`src/rtl/spi_pkg.sv`:
```
// Shared definitions for the SPI memory slave: widths, command layout and
// the transaction controller state encoding plus its 3-bit LED code.
package spi_pkg;

    localparam int ADDR_WIDTH_DEF = 7;
    localparam int DATA_WIDTH_DEF = 8;
    localparam int RW_BIT         = 0;

    typedef enum logic [3:0] {
        ST_IDLE        = 4'd0,
        ST_GET_ADDR    = 4'd1,
        ST_ADDR        = 4'd2,
        ST_READ_WAIT   = 4'd3,
        ST_READ_LOAD   = 4'd4,
        ST_READ_SHIFT  = 4'd5,
        ST_WRITE_SHIFT = 4'd6,
        ST_WRITE_MEM   = 4'd7,
        ST_DONE        = 4'd8
    } state_t;

    // Nine states on three LEDs: the two single-cycle read setup states share code 3.
    function automatic logic [2:0] state_led(input state_t s);
        logic [2:0] code;
        code = 3'd0;
        case (s)
            ST_IDLE:        code = 3'd0;
            ST_GET_ADDR:    code = 3'd1;
            ST_ADDR:        code = 3'd2;
            ST_READ_WAIT:   code = 3'd3;
            ST_READ_LOAD:   code = 3'd3;
            ST_READ_SHIFT:  code = 3'd4;
            ST_WRITE_SHIFT: code = 3'd5;
            ST_WRITE_MEM:   code = 3'd6;
            ST_DONE:        code = 3'd7;
            default:        code = 3'd0;
        endcase
        return code;
    endfunction

endpackage

```
`src/rtl/spi_bit_counter.sv`:
```
// Per-byte SCLK bit counter, 0..DATA_WIDTH. done marks the increment that
// brings the count to DATA_WIDTH so the caller can react on that same edge.
module spi_bit_counter
    import spi_pkg::*;
#(
    parameter int DATA_WIDTH = DATA_WIDTH_DEF
) (
    input  logic clk,
    input  logic reset,
    input  logic clear,
    input  logic inc,
    output logic done
);

    localparam int CW = $clog2(DATA_WIDTH + 1);

    logic [CW-1:0] r_count;

    always_ff @(posedge clk) begin
        if (reset || clear) begin
            r_count <= '0;
        end else if (inc && (r_count != CW'(DATA_WIDTH))) begin
            r_count <= r_count + 1'b1;
        end
    end

    assign done = inc && (r_count == CW'(DATA_WIDTH - 1));

endmodule

```
`src/rtl/spi_txn_controller.sv`:
```
// SPI memory slave transaction sequencer: command/address capture, read load,
// write commit and CS abort. Define SPI_BURST_EN for address auto-increment.
module spi_txn_controller
    import spi_pkg::*;
#(
    parameter int ADDR_WIDTH = ADDR_WIDTH_DEF,
    parameter int DATA_WIDTH = DATA_WIDTH_DEF
) (
    input  logic                  clk,
    input  logic                  reset,
    input  logic                  cs_cond,
    input  logic                  sclk_rise,
    input  logic [DATA_WIDTH-1:0] sr_data,
    output logic                  sr_we,
    output logic                  addr_we,
    output logic                  dm_we,
    output logic [ADDR_WIDTH-1:0] dm_addr,
    output logic                  miso_bufe,
    output logic                  txn_done,
    output logic [2:0]            state_dbg
);

    state_t                r_state;
    state_t                w_next;
    logic                  r_cs_prev;
    logic                  r_sr_we;
    logic                  r_addr_we;
    logic                  r_dm_we;
    logic                  r_miso_bufe;
    logic                  r_txn_done;
    logic [ADDR_WIDTH-1:0] r_dm_addr;
    logic                  w_shift_state;
    logic                  w_cnt_inc;
    logic                  w_cnt_clear;
    logic                  w_byte_done;

    assign w_shift_state = (r_state == ST_GET_ADDR) || (r_state == ST_READ_SHIFT) ||
                           (r_state == ST_WRITE_SHIFT);
    assign w_cnt_inc     = w_shift_state && sclk_rise;
    assign w_cnt_clear   = (w_next != r_state);

    spi_bit_counter #(.DATA_WIDTH(DATA_WIDTH)) u_bit_counter (
        .clk   (clk),
        .reset (reset),
        .clear (w_cnt_clear),
        .inc   (w_cnt_inc),
        .done  (w_byte_done)
    );

    // CS high outranks every other condition, so a partial byte never reaches WRITE_MEM.
    always_comb begin
        w_next = r_state;
        if ((r_state != ST_IDLE) && cs_cond) begin
            w_next = ST_IDLE;
        end else begin
            case (r_state)
                ST_IDLE:        if (!cs_cond && r_cs_prev) w_next = ST_GET_ADDR;
                ST_GET_ADDR:    if (w_byte_done) w_next = ST_ADDR;
                ST_ADDR:        w_next = sr_data[RW_BIT] ? ST_READ_WAIT : ST_WRITE_SHIFT;
                ST_READ_WAIT:   w_next = ST_READ_LOAD;
                ST_READ_LOAD:   w_next = ST_READ_SHIFT;
`ifdef SPI_BURST_EN
                ST_READ_SHIFT:  if (w_byte_done) w_next = ST_READ_WAIT;
                ST_WRITE_MEM:   w_next = ST_WRITE_SHIFT;
`else
                ST_READ_SHIFT:  if (w_byte_done) w_next = ST_DONE;
                ST_WRITE_MEM:   w_next = ST_DONE;
`endif
                ST_WRITE_SHIFT: if (w_byte_done) w_next = ST_WRITE_MEM;
                ST_DONE:        w_next = ST_DONE;
                default:        w_next = ST_IDLE;
            endcase
        end
    end

    // Outputs are registered from the next state so each pulse lines up with its state.
    always_ff @(posedge clk) begin
        if (reset) begin
            r_state     <= ST_IDLE;
            r_cs_prev   <= 1'b0;
            r_sr_we     <= 1'b0;
            r_addr_we   <= 1'b0;
            r_dm_we     <= 1'b0;
            r_miso_bufe <= 1'b0;
            r_txn_done  <= 1'b0;
            r_dm_addr   <= '0;
        end else begin
            r_state     <= w_next;
            r_cs_prev   <= cs_cond;
            r_addr_we   <= (w_next == ST_ADDR);
            r_sr_we     <= (w_next == ST_READ_LOAD);
            r_dm_we     <= (w_next == ST_WRITE_MEM);
            r_miso_bufe <= (w_next == ST_READ_SHIFT);
            r_txn_done  <= (w_next == ST_WRITE_MEM) ||
                           ((r_state == ST_READ_SHIFT) && w_byte_done && !cs_cond);
            if (r_state == ST_ADDR) begin
                r_dm_addr <= sr_data[DATA_WIDTH-1 -: ADDR_WIDTH];
            end
`ifdef SPI_BURST_EN
            else if (((r_state == ST_READ_SHIFT) && (w_next == ST_READ_WAIT)) ||
                     ((r_state == ST_WRITE_MEM) && (w_next == ST_WRITE_SHIFT))) begin
                r_dm_addr <= r_dm_addr + 1'b1;
            end
`endif
        end
    end

    assign sr_we     = r_sr_we;
    assign addr_we   = r_addr_we;
    assign dm_we     = r_dm_we;
    assign dm_addr   = r_dm_addr;
    assign miso_bufe = r_miso_bufe;
    assign txn_done  = r_txn_done;
    assign state_dbg = state_led(r_state);

endmodule

```
`config.mk`:
```
export PLATFORM = sky130hd
export DESIGN_NAME = spi_txn_controller
export DESIGN_NICKNAME = d
export VERILOG_FILES = /design/src/rtl/spi_pkg.sv /design/src/rtl/spi_bit_counter.sv /design/src/rtl/spi_txn_controller.sv
export SDC_FILE = /design/constraint.sdc
export NUM_CORES = 1
export LEC_CHECK = 0
export BUFFER_PORTS_ARGS = -buffer_cell sky130_fd_sc_hd__buf_2
export CORE_MARGIN = 2
export CORE_UTILIZATION = 33
export DETAILED_ROUTE_END_ITERATION = 8
export PLACE_DENSITY_LB_ADDON = 0.15
export SKIP_CTS_REPAIR_TIMING = 1
export SYNTH_ARGS = -nofsm -noshare
export SYNTH_HDL_FRONTEND = slang
export SYNTH_SLANG_ARGS = --single-unit
```
`constraint.sdc`:
```
create_clock -name clk -period 3.9 [get_ports clk]
set_input_delay 0 -clock clk [delete_from_list [all_inputs] [get_ports clk]]
set_output_delay 0 -clock clk [all_outputs]
set_load 0.005 [all_outputs]
```
==> flow_summary.ini <==
[yosys]
syn_area_per_cell_sq_um = 8.68
yosys.cell_types.count = 46
synth_area_leaders = dfxtp_1 (38%), nand2_1 (5.4%), a21oi_1 (4.8%)
async_reset_ff_frac = 0
synthCells = 144
synth_edf_count = 0
synthFlopType = dfxtp_1
synth_top_cell_area_share = 0.384
ys_seq_area_frac = 0.384
yosys-top-cells-count = dfxtp_1 (24), nand2_1 (18), a21oi_1 (12)
ys_ff_latch = 24
synthesis.nets = 159
post-synth-top-count-cell = dfxtp_1
synth_top_cell_by_area = dfxtp_1
ys_warn_count = 0
syn_area_sq_mm = 0.00125

[sta]
hold_viol_final = 0
fin_crit_sh = 0.630
setup_viol_count_final = 0
fin_ws_ns = 1.44
hold_slack_ns = 0.101
min_period_ns = 2.46
tightest_slew_ns = 0.632
fmax_mhz = 407
relSlewSlack = 0.578
clock_skew_ns = 0.00372
rsz0062_at_grt = false
slew_viol_final = 0
finalSetupTns_ns = 0

[global_routing]
grt_pass1_vias = 949
met3_usage = 0.0274
antenna_found_initial = 0
grt_busiest_layer = met2
grt_overflow = 0
use_met1 = 0.167
grt_use_total = 0.129
use_met2 = 0.222
grt_pass1_wl_microns = 4310
grt_max_degree = 19

[clock_network]
cts_buffers = 3
clock-sinks = 24
cts_tree = built
clk_pin_slew_ns = 0.09
root_buffer = clkbuf_8
htreeDepth = 1
clk_latency_ns = 0.27
clk_path_buf_depth = 2

[critical_path]
arrival_ns = 2.63
cp_max_fo = 8
reg2regPathDepth = 9
worst-setup-path-type = flip-flop to flip-flop
setup.worst_path.start_class = flip-flop
critPathCaptureType = flip-flop
critPathRequiredTime_ns = 4.07

[route]
drt_wl_total_microns = 2790
drc = 0
viasPerCell = 4.91
vias = 1075
drt_iter0_markers = 17
drt-wirelength-per-cell_microns = 12.7
antenna_left = 0
dr.pass1.iters = 4

[run]
maxCapViolCount = 0

[power_and_ir_drop]
switching_share = 0.205
p_comb_frac = 0.073
pwr-share-seq = 0.495
power_density_mw_per_mm2 = 332
power_uw = 506
netSwitchingPower_uw = 104
power_frac_clock = 0.433
leakagePower_nw = 0.623
ir_worst_vdd_mv = 0.134
internal_power_uw = 402

[floorplan]
die_h_microns = 65.5
start_util = 0.341
rows = 22
io_pins = 27
dieArea_sq_mm = 0.00430
die-width_microns = 65.5
coreArea_sq_mm = 0.00366

[placement]
routabilityCongestion = 0.786
dpl_cell_area_sq_mm = 0.00139
hpwl_microns = 1960
portBuffers = 26
preCtsSetupSlack_ns = 1.45
place_inst = 208

[cells_and_area]
final_core_util = 0.417
fin_area_sq_mm = 0.00153
synthToLayoutAreaGrowth_pct = 22.1
drive_gt1_frac = 0.222
diodes = 0
nFillCells = 369
fin_nets = 187
final_cell_count_no_fill = 219

[hold_path]
whs_path_depth = 2
worstHoldPathType = input pin to flip-flop

[status]
status = finished clean
[final timing paths]
path	startpoint	end	slack, ns
worst max register to register	u_bit_counter.r_count[0]	state_dbg[1]	1.44
worst max-delay path	u_bit_counter.r_count[0]	state_dbg[1]	1.44
worst min-delay path	reset	r_cs_prev	0.10
worst min register to register	dm_addr[2]	dm_addr[2]	0.46
[layout by cell type (no fill, tap or decap), types with 2 or more instances in the layout]
cell type      instances
nor2b_1                2
inv_1                  8
and4b_1                2
a21oi_1               12
and2_1                 4
nor3_1                 9
a32o_1                 2
nand4_1                3
nand2_1               18
xnor2_1                2
dfxtp_1               24
and2b_1                2
o21ai_0                2
nor2_1                10
nand2b_1               4
ha_1                   3
a32oi_1                2
dlygate4sd3_1          7
buf_2                 26
clkbuf_8               3
[layer usage]
layer,up-vias,part of all wire
li1,567,-
met1,491,0.49
met2,15,0.48
met3,2,0.029
met4,0,0.0025
met5,-,0
[area by class of cell]
cell class | count | area, sq um | area share
Clock inverter | 1 | 30.0 | 0.0197
Multi-Input combinational cell | 102 | 684 | 0.448
Timing Repair Buffer | 33 | 200 | 0.131
Inverter | 8 | 30.0 | 0.0197
Sequential cell | 24 | 480 | 0.315
Tap cell | 48 | 60.1 | 0.0393
Clock buffer | 3 | 41.3 | 0.0270
[power by group through the flow]
stage,Combinational (mW),Sequential [mW],Clock [mW]
2_1_floorplan,0.0237,0.253,0
3_5_place_dp,0.0312,0.256,0
5_1_grt,0.0405,0.251,0.236
6_report,0.0368,0.250,0.219
4_1_cts,0.0313,0.250,0.226
3_3_place_gp,0.0310,0.256,0
[registers in the layout, summed over array words and instances (netlist names)]
register and cells:
dm_addr 7, state_dbg 3, u_bit_counter.r_count 4, r_state 4, r_cs_prev 1, addr_we 1, sr_we 1, miso_bufe 1
txn_done 1, dm_we 1
[critical path, stage by stage, from the launching register on]
cell       delay [ns]
dfxtp_1          0.33
ha_1             0.21
and4b_1          0.31
a2111oi_1        0.59
a311oi_2         0.17
nor2_1           0.18
inv_1            0.06
ha_1             0.27
mux2i_1          0.06
a21o_1           0.19
[cells by family (layout without fill, tap and decap cells)]
| group | after synthesis | in the layout | share of synthesized area |
|---|---|---|---|
| fa+ha+maj | 3 | 3 | 0.0300 |
| simple gates | 63 | 63 | 0.283 |
| mux | 1 | 1 | 0.00801 |
| buf+inv | 18 | 45 | 0.0681 |
| flops | 24 | 24 | 0.384 |
| compound gates | 32 | 32 | 0.205 |
| xor+xnor | 3 | 3 | 0.0210 |
Power figures use the tool's default switching activity.
